$ cat src/rtl/decoder_seq_pkg.sv
// Shared types and constants for the ji3 decoder/sequencer: op codes, branch codes,
// phase indices, opcode bytes and the decoded control-field struct.
package ji3_pkg;

  typedef enum logic [3:0] {
    OP_ADD = 4'd0,  OP_SUB = 4'd1,  OP_CMP = 4'd2,  OP_AND = 4'd3,
    OP_OR  = 4'd4,  OP_XOR = 4'd5,  OP_NEG = 4'd6,  OP_NOT = 4'd7,
    OP_SLL = 4'd8,  OP_SRL = 4'd9,  OP_SRA = 4'd10, OP_LD  = 4'd11,
    OP_ST  = 4'd12, OP_MOV = 4'd13, OP_LIL = 4'd14, OP_HLT = 4'd15
  } op_t;

  localparam logic [1:0] BR_NONE = 2'b00;
  localparam logic [1:0] BR_B    = 2'b10;
  localparam logic [1:0] BR_BCC  = 2'b01;

  localparam int PH_F = 0;
  localparam int PH_R = 1;
  localparam int PH_X = 2;
  localparam int PH_M = 3;
  localparam int PH_W = 4;

  typedef enum logic [2:0] {S_F, S_R, S_X, S_M, S_W} state_t;

  localparam logic [7:0] OPC_LD    = 8'h8B;
  localparam logic [7:0] OPC_MOVST = 8'h89;
  localparam logic [7:0] OPC_LIL   = 8'h66;
  localparam logic [7:0] OPC_ADD   = 8'h01;
  localparam logic [7:0] OPC_SUB   = 8'h29;
  localparam logic [7:0] OPC_CMP   = 8'h39;
  localparam logic [7:0] OPC_AND   = 8'h21;
  localparam logic [7:0] OPC_OR    = 8'h09;
  localparam logic [7:0] OPC_XOR   = 8'h31;
  localparam logic [7:0] OPC_ALUI  = 8'h83;
  localparam logic [7:0] OPC_UNARY = 8'hF7;
  localparam logic [7:0] OPC_SHI   = 8'hC1;
  localparam logic [7:0] OPC_JMP   = 8'h90;
  localparam logic [7:0] OPC_HLT   = 8'hF4;

  typedef struct packed {
    op_t        op;
    logic       use_im;
    logic [1:0] br;
    logic       load;    // LD: load_en level for the whole instruction
    logic       st;      // memory write in X
    logic       wr_reg;  // register-file write in M
    logic       jmp;     // branch commit in M
    logic       hlt;
  } ctl_t;

endpackage

$ cat src/rtl/decoder_seq_if.sv
// Instruction handshake plus decoded-control bus between fetch, decoder and ALU/regfile.
// ir is transferred on a rising edge where ir_valid & ir_ready; ir_valid may rise freely,
// ir_ready never depends on ir_valid, and ir must be stable while ir_valid is high.
interface decoder_seq_if #(
  parameter int DW  = 32,
  parameter int RAW = 3
) ();
  logic           ir_valid;
  logic           ir_ready;
  logic [31:0]    ir;
  logic           stall;
  logic [4:0]     phase;
  logic [3:0]     op;
  logic [DW-1:0]  im;
  logic           use_im;
  logic [1:0]     br;
  logic [RAW-1:0] ra1;
  logic [RAW-1:0] ra2;
  logic           load_en;
  logic           wren_mem;
  logic           wren_reg;
  logic           cr_taken;
  logic           illegal;
  logic           halted;

  modport master (
    output ir_valid, ir, stall,
    input  ir_ready, phase, op, im, use_im, br, ra1, ra2,
           load_en, wren_mem, wren_reg, cr_taken, illegal, halted
  );

  modport slave (
    input  ir_valid, ir, stall,
    output ir_ready, phase, op, im, use_im, br, ra1, ra2,
           load_en, wren_mem, wren_reg, cr_taken, illegal, halted
  );
endinterface

$ cat src/rtl/decoder_seq_comb.sv
// Pure combinational instruction decode: ir -> control fields, immediate, register
// addresses and an illegal flag. Illegal encodings collapse to a harmless ADD.
module decoder_seq_comb
  import ji3_pkg::*;
#(
  parameter int DW      = 32,
  parameter int RAW     = 3,
  parameter int SEXT_IM = 1,
  parameter int JMP_OFS = 3
) (
  input  logic [31:0]    ir,
  output ctl_t           ctl,
  output logic [DW-1:0]  im,
  output logic [RAW-1:0] ra1,
  output logic [RAW-1:0] ra2,
  output logic           illegal
);
  logic          bad;
  logic [DW-1:0] imm_ext;
  wire           unused_ir_lo = ^ir[7:0];

  assign ra1 = ir[19+RAW-1 -: RAW];
  assign ra2 = ir[16+RAW-1 -: RAW];

  always_comb begin
    if (SEXT_IM != 0) imm_ext = DW'($signed(ir[15:8]));
    else              imm_ext = DW'(ir[15:8]);
  end

  always_comb begin
    ctl = '0;
    ctl.op = OP_ADD;
    bad = 1'b0;
    im = '0;
    case (ir[31:24])
      OPC_LD:    begin ctl.op = OP_LD; ctl.load = 1'b1; ctl.wr_reg = 1'b1; end
      OPC_MOVST: begin
        if (ir[23:22] == 2'b11) begin ctl.op = OP_MOV; ctl.wr_reg = 1'b1; end
        else                    begin ctl.op = OP_ST;  ctl.st = 1'b1;     end
      end
      OPC_LIL:   begin ctl.op = OP_LIL; ctl.use_im = 1'b1; ctl.wr_reg = 1'b1; end
      OPC_ADD:   begin ctl.op = OP_ADD; ctl.wr_reg = 1'b1; end
      OPC_SUB:   begin ctl.op = OP_SUB; ctl.wr_reg = 1'b1; end
      OPC_CMP:   ctl.op = OP_CMP;
      OPC_AND:   begin ctl.op = OP_AND; ctl.wr_reg = 1'b1; end
      OPC_OR:    begin ctl.op = OP_OR;  ctl.wr_reg = 1'b1; end
      OPC_XOR:   begin ctl.op = OP_XOR; ctl.wr_reg = 1'b1; end
      OPC_ALUI: begin
        ctl.use_im = 1'b1;
        ctl.wr_reg = 1'b1;
        case (ir[23:19])
          5'b11000: ctl.op = OP_ADD;
          5'b11101: ctl.op = OP_SUB;
          5'b11111: begin ctl.op = OP_CMP; ctl.wr_reg = 1'b0; end
          5'b11100: ctl.op = OP_AND;
          5'b11001: ctl.op = OP_OR;
          5'b11110: ctl.op = OP_XOR;
          default:  bad = 1'b1;
        endcase
      end
      OPC_UNARY: begin
        ctl.wr_reg = 1'b1;
        case (ir[23:19])
          5'b11011: ctl.op = OP_NEG;
          5'b11010: ctl.op = OP_NOT;
          default:  bad = 1'b1;
        endcase
      end
      OPC_SHI: begin
        ctl.use_im = 1'b1;
        ctl.wr_reg = 1'b1;
        case (ir[23:19])
          5'b11100: ctl.op = OP_SLL;
          5'b11101: ctl.op = OP_SRL;
          5'b11111: ctl.op = OP_SRA;
          default:  bad = 1'b1;
        endcase
      end
      OPC_JMP: begin
        ctl.use_im = 1'b1;
        ctl.jmp = 1'b1;
        case (ir[23:20])
          4'b1110: ctl.br = BR_B;
          4'b0111: ctl.br = BR_BCC;
          default: bad = 1'b1;
        endcase
      end
      OPC_HLT:   begin ctl.op = OP_HLT; ctl.hlt = 1'b1; end
      default:   bad = 1'b1;
    endcase
    // Jump displacement is relative to the next instruction, hence the length offset.
    if (ctl.use_im) im = ctl.jmp ? imm_ext + DW'(JMP_OFS) : imm_ext;
    if (bad) begin
      ctl = '0;
      ctl.op = OP_ADD;
      im = '0;
    end
    illegal = bad;
  end
endmodule

$ cat src/rtl/decoder_seq.sv
// ji3 decoder with its own F/R/X/M/W phase sequencer: accepts one instruction per
// handshake in F, holds decoded fields until the next accept, and times write strobes.
module decoder_seq
  import ji3_pkg::*;
#(
  parameter int DW      = 32,
  parameter int RAW     = 3,
  parameter int SEXT_IM = 1,
  parameter int JMP_OFS = 3
) (
  input logic          clk,
  input logic          rst,
  decoder_seq_if.slave bus
);
  state_t         state, state_n;
  ctl_t           ctl_d, ctl_q;
  logic [DW-1:0]  im_d, im_q;
  logic [RAW-1:0] ra1_d, ra2_d, ra1_q, ra2_q;
  logic           ill_d, ill_q;
  logic           halted_q, wren_mem_q, wren_reg_q, cr_taken_q;
  logic           ready, accept;
  logic [4:0]     phase;

  decoder_seq_comb #(.DW(DW), .RAW(RAW), .SEXT_IM(SEXT_IM), .JMP_OFS(JMP_OFS)) u_comb (
    .ir(bus.ir), .ctl(ctl_d), .im(im_d), .ra1(ra1_d), .ra2(ra2_d), .illegal(ill_d)
  );

  assign ready  = (state == S_F) & ~bus.stall & ~halted_q & ~rst;
  assign accept = bus.ir_valid & ready;

  always_comb begin
    state_n = state;
    if (!bus.stall) begin
      case (state)
        S_F:     if (accept) state_n = S_R;
        S_R:     state_n = S_X;
        S_X:     state_n = S_M;
        S_M:     state_n = S_W;
        S_W:     state_n = S_F;
        default: state_n = S_F;
      endcase
    end
  end

  always_comb begin
    phase = '0;
    case (state)
      S_F:     phase[PH_F] = 1'b1;
      S_R:     phase[PH_R] = 1'b1;
      S_X:     phase[PH_X] = 1'b1;
      S_M:     phase[PH_M] = 1'b1;
      S_W:     phase[PH_W] = 1'b1;
      default: phase[PH_F] = 1'b1;
    endcase
  end

  always_ff @(posedge clk) begin
    if (rst) begin
      state      <= S_F;
      ctl_q      <= '0;
      im_q       <= '0;
      ra1_q      <= '0;
      ra2_q      <= '0;
      ill_q      <= 1'b0;
      halted_q   <= 1'b0;
      wren_mem_q <= 1'b0;
      wren_reg_q <= 1'b0;
      cr_taken_q <= 1'b0;
    end else begin
      state <= state_n;
      if (accept) begin
        ctl_q <= ctl_d;
        im_q  <= im_d;
        ra1_q <= ra1_d;
        ra2_q <= ra2_d;
        ill_q <= ill_d;
      end
      // Strobes are registered against the phase being entered; a stall freezes them.
      if (!bus.stall) begin
        wren_mem_q <= (state_n == S_X) & ctl_q.st;
        wren_reg_q <= (state_n == S_M) & ctl_q.wr_reg;
        cr_taken_q <= (state_n == S_M) & ctl_q.jmp;
        if (state == S_W && ctl_q.hlt) halted_q <= 1'b1;
      end
    end
  end

  assign bus.ir_ready = ready;
  assign bus.phase    = phase;
  assign bus.op       = ctl_q.op;
  assign bus.im       = im_q;
  assign bus.use_im   = ctl_q.use_im;
  assign bus.br       = ctl_q.br;
  assign bus.ra1      = ra1_q;
  assign bus.ra2      = ra2_q;
  assign bus.load_en  = ctl_q.load;
  assign bus.wren_mem = wren_mem_q;
  assign bus.wren_reg = wren_reg_q;
  assign bus.cr_taken = cr_taken_q;
  assign bus.illegal  = ill_q;
  assign bus.halted   = halted_q;
endmodule

$ cat src/flat_wrapper.sv
// flat-port wrapper written by rule: the top's interface ports become plain ports
module decoder_seq_flat import ji3_pkg::*;
#(
  parameter int DW      = 32,
  parameter int RAW     = 3,
  parameter int SEXT_IM = 1,
  parameter int JMP_OFS = 3
)
  (clk, rst, bus_ir_valid, bus_ir, bus_stall, bus_ir_ready, bus_phase, bus_op, bus_im, bus_use_im, bus_br, bus_ra1, bus_ra2, bus_load_en, bus_wren_mem, bus_wren_reg, bus_cr_taken, bus_illegal, bus_halted);
  decoder_seq_if #(.DW(DW), .RAW(RAW)) bus_i ();
  input logic clk;
  input logic rst;
  input wire logic [$bits(bus_i.ir_valid)-1:0] bus_ir_valid;
  input wire logic [$bits(bus_i.ir)-1:0] bus_ir;
  input wire logic [$bits(bus_i.stall)-1:0] bus_stall;
  output wire logic [$bits(bus_i.ir_ready)-1:0] bus_ir_ready;
  output wire logic [$bits(bus_i.phase)-1:0] bus_phase;
  output wire logic [$bits(bus_i.op)-1:0] bus_op;
  output wire logic [$bits(bus_i.im)-1:0] bus_im;
  output wire logic [$bits(bus_i.use_im)-1:0] bus_use_im;
  output wire logic [$bits(bus_i.br)-1:0] bus_br;
  output wire logic [$bits(bus_i.ra1)-1:0] bus_ra1;
  output wire logic [$bits(bus_i.ra2)-1:0] bus_ra2;
  output wire logic [$bits(bus_i.load_en)-1:0] bus_load_en;
  output wire logic [$bits(bus_i.wren_mem)-1:0] bus_wren_mem;
  output wire logic [$bits(bus_i.wren_reg)-1:0] bus_wren_reg;
  output wire logic [$bits(bus_i.cr_taken)-1:0] bus_cr_taken;
  output wire logic [$bits(bus_i.illegal)-1:0] bus_illegal;
  output wire logic [$bits(bus_i.halted)-1:0] bus_halted;
  assign bus_i.ir_valid = bus_ir_valid;
  assign bus_i.ir = bus_ir;
  assign bus_i.stall = bus_stall;
  assign bus_ir_ready = bus_i.ir_ready;
  assign bus_phase = bus_i.phase;
  assign bus_op = bus_i.op;
  assign bus_im = bus_i.im;
  assign bus_use_im = bus_i.use_im;
  assign bus_br = bus_i.br;
  assign bus_ra1 = bus_i.ra1;
  assign bus_ra2 = bus_i.ra2;
  assign bus_load_en = bus_i.load_en;
  assign bus_wren_mem = bus_i.wren_mem;
  assign bus_wren_reg = bus_i.wren_reg;
  assign bus_cr_taken = bus_i.cr_taken;
  assign bus_illegal = bus_i.illegal;
  assign bus_halted = bus_i.halted;
  decoder_seq #(.DW(DW), .RAW(RAW), .SEXT_IM(SEXT_IM), .JMP_OFS(JMP_OFS)) u_core (.clk(clk), .rst(rst), .bus(bus_i));
endmodule
$ cat config.mk
export PLATFORM = sky130hd
export DESIGN_NAME = decoder_seq_flat
export DESIGN_NICKNAME = d
export VERILOG_FILES = /design/src/rtl/decoder_seq_pkg.sv /design/src/rtl/decoder_seq_if.sv /design/src/rtl/decoder_seq_comb.sv /design/src/rtl/decoder_seq.sv /design/src/flat_wrapper.sv
export SDC_FILE = /design/constraint.sdc
export NUM_CORES = 1
export LEC_CHECK = 0
export CELL_PAD_IN_SITES_DETAIL_PLACEMENT = 0
export CELL_PAD_IN_SITES_GLOBAL_PLACEMENT = 1
export CORE_ASPECT_RATIO = 0.7
export CORE_MARGIN = 1
export CORE_UTILIZATION = 28
export DETAILED_ROUTE_END_ITERATION = 16
export PLACE_DENSITY = 0.85
export SLEW_MARGIN = 20
export SYNTH_ARGS = -nofsm -noshare
export SYNTH_HDL_FRONTEND = slang
export SYNTH_SLANG_ARGS = --single-unit
$ cat constraint.sdc
create_clock -name clk -period 1.7 [get_ports clk]
set_input_delay 0.17 -clock clk [delete_from_list [all_inputs] [get_ports clk]]
set_output_delay 0.17 -clock clk [all_outputs]
set_load 0.05 [all_outputs]
Word-level counts from Yosys, hierarchy flattened
Index checks and enable logic that the tools add are counted.
Widths: inputs -> output; s select.
Word-level totals
  bits in registers: 58
  output and inout port bits: 57
Cells by class
  add/sub/neg operators: 1
  eq/ne operators: 31
  muxes and demuxes: 33
  bitwise operators: 10
  reduce and logical (&&, ||, !) cells: 11
Operators by type and width (number)
  $mux 32: 3
  $eq 8x8->1 const B: 7
  $pmux 4 s12: 1
  $eq 5x5->1 const B: 8
  $eq 8x6->1 const B: 4
  $mux 1: 18
  $pmux 3 s5: 1
  $eq 3x2->1 const B: 4
  $mux 12: 1
  $pmux 3 s4: 1
  $pmux 4 s3: 1
  $reduce_or 10->1: 1
  $add 8x3->9 const B: 1
  $reduce_or 9->1: 1
  $eq 8x1->1 const B: 1
  $eq 8x4->1 const B: 1
  $eq 8x7->1 const B: 1
  $reduce_or 4->1: 2
  $and 1x1->1: 7
  $mux 3: 2
  $pmux 3 s2: 1
  $reduce_or 6->1: 1
  $pmux 1 s5: 1
  $eq 4x3->1 const B: 1
  other kinds (13): 16

Longest topological paths before layout
Gate-level depths: netlist (run 1).
  word-level depth: 10
  gate-level depth with buffers: 8

Modules after synthesis
From an unflattened synthesis (run 1), not the netlist that was laid out.
Second synthesis, totals
  cells, all modules: 436
  area, all modules: 3524.6 um^2
Modules (own cells, without submodules)
  decoder_seq: times used 1, cells each 280, area each 2463.6 um^2, seq. area each 1161.1 um^2
  decoder_seq_comb: times used 1, cells each 156, area each 1061.0 um^2, seq. area each 0.0 um^2

Worst setup path after synthesis (run 1)
Ideal clock, no wire load.
  kind: reg-to-reg
  from: reg u_core.state[2]
  to: reg u_core.wren_reg_q, in the netlist u_core.bus.wren_reg
  setup time: 65 ps
  arrival time: 2124 ps
  data required time: 1635 ps
  slack: -489 ps
  cell stages (with the launch flop): 6
  path through: dfxtp_1 -> buf_2 -> nor3b_1 -> and3_1 -> a21oi_1 -> nor2_1
Between the ends
  longest elaborated chain between the ends: 10
  elaborated cells on any way between the ends: 13
  classes of those cells: eq/ne (4); mux (3); bitwise (5); reduce/logical (1)
RTL lines
  start: declaration: line decoder_seq.sv:15  | state_t state, state_n;
  start signal: assignment: line decoder_seq.sv:70  | state <= state_n;
  $logic_not 3->1: line decoder_seq.sv:28, decoder_seq.sv:34
  $and 1x1->1 (3 in a row): line decoder_seq.sv:28  | assign ready = (state == S_F) & ~bus.stall & ~halted_q & ~rst;
  $and 1x1->1: line decoder_seq.sv:29  | assign accept = bus.ir_valid & ready;
  $mux 3: line decoder_seq.sv:35  | S_F: if (accept) state_n = S_R;
  $pmux 3 s4: line decoder_seq.sv:34  | case (state)
  $mux 3 *: line decoder_seq.sv:33  | if (!bus.stall) begin
  $eq 3x2->1 *: line decoder_seq.sv:81  | wren_reg_q <= (state_n == S_M) & ctl_q.wr_reg;
  $and 1x1->1 *: line decoder_seq.sv:81
  end signal: assignment: line decoder_seq.sv:81
  end: declaration: line decoder_seq.sv:20  | logic halted_q, wren_mem_q, wren_reg_q, cr_taken_q;
Every way passes the cells marked *; elsewhere a longest branch is shown, timed or not.
A chain may end at the register's enable or synchronous reset.

Final worst setup path (run 1)
  from: in bus_ir[26]
  to: reg u_core.ctl_q (netlist bit u_core.bus.br[0])
Between the ends
  longest elaborated chain between the ends: 4
  elaborated cells on any way between the ends: 18
  classes of those cells: eq/ne (14); mux (3); reduce/logical (1)
RTL lines
  start: declaration: line flat_wrapper.sv:14  | input wire logic [$bits(bus_i.ir)-1:0] bus_ir;
  $eq 8x7->1, or another cell as far along: line decoder_seq_comb.sv:35  | case (ir[31:24])
  $reduce_or 10->1 (no source line)
  $pmux 1 s5: line decoder_seq_comb.sv:35
  $mux 12 *: line decoder_seq_comb.sv:93  | if (bad) begin
  end signal: assignment: line decoder_seq.sv:72  | ctl_q <= ctl_d;
  end: declaration: line decoder_seq.sv:16  | ctl_t ctl_d, ctl_q;
Marked as above.

==> out/summary.txt, run 1 <==
===========================================================================
Fill cell count                                                         737
Crit path time final                                                1660 ps
Total vias in the final route                                         2,513
Global-route wire length before repair                              12.6 mm
Antenna violations before repair                                          0
Non-filler instance count after layout                                  512
Y dimension of the die                                              78.0 um
Number of max-slew violations in the final report                         0
Util after Layout                                                     52.1%
CTS tree                                                              built
Final clock skew                                                    2.90 ps
Total of max-cap violations                                               0
Pwr dens                                                         525 nW/um2
Total power after layout                                            2.17 mW
Clock transition at the registers of the reported paths               50 ps
Largest delay contributor family on the critical path          buffers and inverters
Startpoint type of the worst setup path                          input port
Max Clock Freq                                                    0.601 GHz
Pleak                                                               1.65 nW
Most used cell along the critical path                         sky130_fd_sc_hd__buf_4
Endpoint kind of the worst setup timing path                           flop
CP arrival                                                          1820 ps
Die outline width                                                    111 um
Pre-antenna DRT Iters                                                     4
Global route total overflow                                               0
Largest register FFs                                                      9
Post-Place Worst Slack                                              -681 ps
Syn. warnings                                                             0
Number of nets in the final layout                                      447
Remaining antenna violation count after routing                           0
Worst Tran Pin Value                                                 829 ps
Worst path cell trace                                          dlygate4sd2_1 > buf_4 > nor4bb_1 > buf_4 > nand2_1 > a31o_2 > buf_4 > nand4_1 > a21oi_1
Unrepaired setup endpoints after global routing                         yes
Worst min-delay path class                                     input port to flop
Largest stage delay on the critical path                             320 ps
Via count of the first global-routing pass                            2,480
Commonest cells after routing, fill and taps aside             78 x sky130_fd_sc_hd__buf_4, 37 x sky130_fd_sc_hd__nand2_1, 34 x sky130_fd_sc_hd__dfxtp_1, 32 x sky130_fd_sc_hd__buf_12, 30 x sky130_fd_sc_hd__clkdlybuf4s50_1
Area of the die                                                    8630 um2
Slowest cell on the critical path                              sky130_fd_sc_hd__nor4bb_1
# clock sinks                                                            35
Placed cell count                                                       500
EDFF count, synth                                                         0
Cell area after layout                                             4140 um2
Clock root buffer                                              sky130_fd_sc_hd__clkbuf_16
Maximum root-to-sink buffer count                                         2
Cell area after placement                                          3800 um2
Share of synthesized area occupied by flip-flops and latches          30.3%
Period utilisation layout                                             97.8%
Number of buffers inserted by port buffering                             84
Fraction of final layout cells sized beyond drive strength 1          38.2%
DRT Wirelength                                                      7.66 mm
Status                                                         finished, final reports clean
Final TNS setup                                                        0 ps
Total number of H-tree levels                                             2
Critical Path RT                                                    1850 ps
Area delta synth->final                                               79.0%
DRC violation count after routing                                         0
Placement row count                                                      27
Worst path setup slack after routing                                36.9 ps
Average instance area after synthesis                              7.89 um2
Unique cell type count in the Yosys netlist                              60
Leading register cell type out of synthesis                    sky130_fd_sc_hd__dfxtp_1
Slew margin rel.                                                      44.1%
Average via count per standard cell                                    4.91
Count of final setup violators                                            0
CORE AREA                                                          7940 um2
Worst hold slack across all endpoints                                385 ps
Number of storage elements in the synthesis netlist                      35
Cell area after synthesis                                          2310 um2
Maximum number of pins on one net before global-route repair             25
Final hold violation count                                                0
Number of buffers added by the clock tree synthesis step                  5
Initial cell density of the core                                      29.1%
Critical path start-end classification                         input port to flop
Hold bufs inserted after CTS                                              0
Largest driver fanout on the critical path                                5
Number of DRC markers in iteration 0                                     93
Number of top-level pins                                                 93
Commonest non-fill, non-tap cell in the layout                 sky130_fd_sc_hd__buf_4
# diodes                                                                  0
IR Drop Worst-Case VDD                                             0.458 mV
Overall track demand over capacity in global routing                  17.9%
Gate count after technology mapping                                     293
Average wire per standard cell                                      15.0 um
Clk_lat worst skew                                                   270 ps
Worst Path Buf+Inv                                                        4
Post-synthesis net count                                                330
Final Wtd Congestion                                                  0.849
Post-synth ARST share                                                    0%
DP Wirelength                                                       5.92 mm
===========================================================================
layout make-up:
type	count	area, um2	share of cell area [%]
clock buffers	7	133	3.21
clock inverters	1	5.00	0.121
inverters	7	26.3	0.635
multi-input cells	206	1500	36.2
flip-flops and latches	35	702	17.0
well taps	101	126	3.05
repair buffers	155	1650	39.9
repair_timing:
item                                    4_1_cts  5_1_grt
gates resized for setup                      40       20
buffers inserted                              1        2
gates cloned                                  1        0
pin swaps                                    11       10
endpoints found under the setup margin       22       19
layer usage:
layer	vias up	GRT usage [%]	routed length [um]
li1	1265	-	-
met2	61	29.6	3600
met3	2	2.24	290
met4	0	4.27	22
met1	1185	24.7	3740
met5	-	0	0
report_power, final:
part | switching (mW) | internal [mW]
Sequential | 0.00748 | 0.830
Clock | 0.317 | 0.541
Combinational | 0.249 | 0.226
Yosys cell counts, drive strengths merged (3+ instances only):
library cell  count  area (um2)
buf              39         267
nor4              7        71.3
and2              6        37.5
and3              6        37.5
nor3b             5        37.5
nand2            38         145
nand3            10        50.1
nor2             24        90.1
nand4             6        37.5
xor2              4        35.0
nor3              4        20.0
inv               7        26.3
a211oi            3        22.5
nor4b             3        32.5
xnor2             7        61.3
clkbuf            7        27.5
mux2i             3        30.0
o21ai            19        95.1
o31ai             4        30.0
dfxtp            35         701
a21oi            15        75.1
nor2b             4        25.0
tightest hold or removal path: cells and delay by family:
family,cells,cell delay [ps]
compound gates,1,80
buf+inv,2,350
logic make-up after synthesis:
kind of cell	count (synthesis)	share of synthesized area [%]
AO/OA/AOI/OAI	60	17.3
XOR/XNOR	11	4.17
adder cells (fa/ha/maj)	1	0.541
buffers and inverters	53	13.9
flip-flops	35	30.3
multiplexers	4	1.79
AND/OR/NAND/NOR	129	32.1
path summary, 6_finish.rpt:
| check | from | end | slack, ps | depth (start not counted) |
|---|---|---|---|---|
| max reg2reg | u_core.bus.halted | u_core.bus.im[3] | 80 | 6 |
| min reg2reg | u_core.bus.im[3] | u_core.bus.im[3] | 440 | 2 |
| max | bus_ir[26] | u_core.bus.br[0] | 40 | 9 |
| min | bus_stall | u_core.state[0] | 380 | 3 |
(Power assumes the default switching activity.)
==> run 2, diff against run 1 <==
--- a/config.mk
+++ b/config.mk
@@ -12,6 +12,7 @@
 export CORE_UTILIZATION = 28
 export DETAILED_ROUTE_END_ITERATION = 16
 export PLACE_DENSITY = 0.85
+export SKIP_LAST_GASP = 1
 export SLEW_MARGIN = 20
 export SYNTH_ARGS = -nofsm -noshare
 export SYNTH_HDL_FRONTEND = slang
==> results of run 2 <==
No change in the layout: final DEF, timing and power equal those of run 1.
==> edit 1: new RTL, config.mk and constraints of run 1 <==
`SEXT_IM` is set to 1 in 3 places; all go to 0.
--- a/src/rtl/decoder_seq_comb.sv
+++ b/src/rtl/decoder_seq_comb.sv
@@ -7,3 +7,3 @@
   parameter int RAW     = 3,
-  parameter int SEXT_IM = 1,
+  parameter int SEXT_IM = 0,
   parameter int JMP_OFS = 3
--- a/src/rtl/decoder_seq.sv
+++ b/src/rtl/decoder_seq.sv
@@ -7,3 +7,3 @@
   parameter int RAW     = 3,
-  parameter int SEXT_IM = 1,
+  parameter int SEXT_IM = 0,
   parameter int JMP_OFS = 3
--- a/src/flat_wrapper.sv
+++ b/src/flat_wrapper.sv
@@ -5,3 +5,3 @@
   parameter int RAW     = 3,
-  parameter int SEXT_IM = 1,
+  parameter int SEXT_IM = 0,
   parameter int JMP_OFS = 3
Check against the original RTL: not equivalent (a bounded check fails within 4 cycles, from zero or initial values and one cycle with rst high).
==> edit 1 against run 1 <==
The flow now finishes with violations (negative setup slack). Routed wire length is 11% lower. Worst hold slack lost 31 ps. Final area shrank 8.7%. Sequential cell count unchanged. Area after synthesis decreased by 2.3%. Fmax shrank 7.3%. Power up 13%. First-iteration DRC count rose by 34%. Worst setup slack worse by 130 ps. Highest routed layer unchanged.
==> edit 1: results <==
[clocking]
post_cts.resized_instances = 66
cts_setup_buffers = 4

[sta]
fin_setup_tns_ps = -406
fin_skew_ps = 5.07
slew_headroom = 0.661
finalHoldViolCount = 0
finalSetupViolCount = 11
hold_ws_ps = 354
setup_slack_ps = -94.8

[critical_path]
cp.arrival_ps = 1970
r2r_slack_ps = -60
rr_endpoint = "u_core.bus.illegal"
slowest_stage = "or4b_4"
max_stage_delay_ps = 540
crit_start = "bus_ir[29]"
cpLargestDelayFamily = "simple AND/OR/NAND/NOR gates"
setup.worst_path.end = "u_core.ctl_q[3]"

[placement]
dp_hpwl_um = 5310
dp.cells = 488
pre_cts_ws_ps = -672
placement.io_buffers = 61
dpl_cell_area_um2 = 3350

[power]
clk-power_mw = 1.05
ir_drop_uv = 409
seqPwrFrac = 0.340
cellLeakagePower_nw = 1.53
p_sw_mw = 0.708
switching_share = 0.288

[synthesis]
synthXorXnorAreaFrac = 0.0388
synth_compound_area_frac = 0.169
muxShareOfSynthArea = 0.0177
syn_area_um2 = 2260
synth_area_leaders = "dfxtp_1, buf_4, nand2_1, nor2_1, o31ai_1"
synth_commonest_cells = "nand2_1, dfxtp_1, buf_4"
seq_area_frac_synth = 0.310
synth_cells = 287
yosys.area_share.adder = 0.00554

[global_route]
grt_pass1_vias = 2139
grt_pass1_wl_um = 10400
grt_max_degree = 21
grt_usage = 0.158

[finish]
final_layout_size_suffix_gt1_frac = 0.372

[run_status]
status = "finished, violations left"
violations = "negative setup slack"

[drt]
drtIter0Drc = 125
num_vias = 2370
routedWlPerCell_um = 13.6
dr.pass1.iters = 4

[min_path]
hp-start = "bus_ir[21]"
-- edit 1: how the worst min path moves through the flow --
| stage | endpoint |
|---|---|
| CTS | u_core.bus.ra1[2] |
| finish | u_core.bus.ra1[2] |
| global route | u_core.bus.ra1[1] |
| global placement | u_core.bus.im[2] |
| floorplan | u_core.bus.ra2[0] |
| detailed placement | u_core.bus.im[2] |
-- edit 1: layout make-up --
cell class	instances	area (µm²)
Fill cell	768	4060
Timing Repair Buffer	132	1190
Inverter	6	22.5
Multi-Input combinational cell	220	1560
Clock buffer	5	125
Clock inverter	3	43.8
Sequential cell	35	702
Tap cell	101	126
-- edit 1: routing by layer --
metal | up-vias | share of wire | global-route usage
met3 | 6 | 0.053 | 0.0391
met2 | 63 | 0.43 | 0.230
met5 | - | 0 | 0
li1 | 1200 | - | -
met1 | 1101 | 0.51 | 0.233
met4 | 0 | 0.0058 | 0.0320
==> edit 2: new RTL, config.mk and constraints of run 1 <==
Without the edit above. Encoding of `state_t`: now Gray code (3 bits for 5 states).
--- a/src/rtl/decoder_seq_pkg.sv
+++ b/src/rtl/decoder_seq_pkg.sv
@@ -21,3 +21,3 @@
 
-  typedef enum logic [2:0] {S_F, S_R, S_X, S_M, S_W} state_t;
+  typedef enum logic [2:0] {S_F = 3'b000, S_R = 3'b001, S_X = 3'b011, S_M = 3'b010, S_W = 3'b110} state_t;
 
Check against the original RTL: same outputs for any inputs over 4 cycles, from zero or initial values and one cycle with rst high; so few cycles prove little.
==> edit 2 against run 1 <==
The flow now finishes with violations (negative setup slack). Final area increased by 0.27%. Clock skew about the same. Sequential cell count unchanged. Area after synthesis decreased by 1.9%. Power increased by 0.21%. Critical endpoint is now u_core.bus.im[6]. Worst setup slack got worse by 62 ps. Routed wire length decreased by 0.17%. Die area decreased by 1.9%.
==> edit 2: results <==
[clocking]
cts_buffer_depth = 2

[global_route]
grt_max_degree = 25
met3_usage = 0.0434
grt_pass1_wl_um = 12100
grt_usage = 0.185
grt_pass1_vias = 2427
met1_usage = 0.259
grtUsageMet2 = 0.282

[synthesis]
avgSynthCellArea_um2 = 7.95
seq_area_frac_synth = 0.309
synthXorXnorAreaFrac = 0.0309
synth_cell_types = 55
yosys.area_share.adder = 0.00993
async_reset_ff_frac = 0
synth_compound_area_frac = 0.173
synth.net_count = 322
synth_area_leaders = "dfxtp_1, buf_4, nand2_1, nor2_1, a21oi_1"
synth_commonest_cells = "dfxtp_1, nand2_1, nor2_1"
muxShareOfSynthArea = 0.0265

[finish]
final_layout_size_suffix_gt1_frac = 0.403
largest_reg_flops = 9
nets = 444
antenna_cells = 0

[sta]
setup_slack_ps = -25.0
finalSetupViolCount = 4
worst_pin_slew_ps = 512
fin_skew_ps = 3.33
fin_setup_tns_ps = -60.0
hold_ws_ps = 446

[critical_path]
setup.worst_path.end = "u_core.bus.im[6]"
cp-start-kind = "flop"
slowest_stage = "dfxtp_4"
max_stage_delay_ps = 340
cpLargestDelayFamily = "compound AO/OA/AOI/OAI gates"
cp.arrival_ps = 1940
cp_max_fo = 5

[min_path]
holdPathEnd = "u_core.bus.op[0]"
min_path_cells = 2
hold_class = "reg2reg"
hp-start = "u_core.bus.op[0]"

[placement]
dp.cells = 495
dp_hpwl_um = 5970
globalplace.congestion = 0.919
pre_cts_ws_ps = -612
dpl_cell_area_um2 = 3790

[drt]
routedWlPerCell_um = 15.0
met3_length_um = 476
drtIter0Drc = 135
num_vias = 2528
dr_wl_met2_um = 3310
drt-total-wl_um = 7640
drt-met1-wl_um = 3780

[power]
cellLeakagePower_nw = 1.79
p_int_mw = 1.62
ir_drop_uv = 328

[run_status]
status = "finished, violations left"
violations = "negative setup slack"
edit 2: power by group through the flow:
stage	clock (mW)	sequential [mW]	combinational, mW
after floorplan	0	0.873	0.159
after global placement	0	0.849	0.406
after detailed placement	0	0.850	0.411
after CTS	0.918	0.832	0.434
after global routing	0.963	0.832	0.478
final	0.898	0.832	0.446
edit 2: timing repair:
action,4_1_cts,5_1_grt
setup buffers,5,0
cloned,1,0
pin swaps,11,14
resized for setup,29,29
setup endpoints to repair,20,16
edit 2: layout make-up:
type                            instances  area, µm²
Fill cell                             727       3690
Clock inverter                          1       5.00
Clock buffer                            6        139
Tap cell                              101        126
Timing Repair Buffer                  156       1690
Sequential cell                        35        704
Multi-Input combinational cell        202       1460
Inverter                                7       26.3
edit 2: kinds of logic (layout without fill, tap and decap cells):
family                   count (synthesis)  after routing
buffers and inverters                   49            170
flip-flops                              35             35
adder cells (fa/ha/maj)                  2              2
AND/OR/NAND/NOR                        126            127
XOR/XNOR                                 8              8
AO/OA/AOI/OAI                           59             59
multiplexers                             6              6
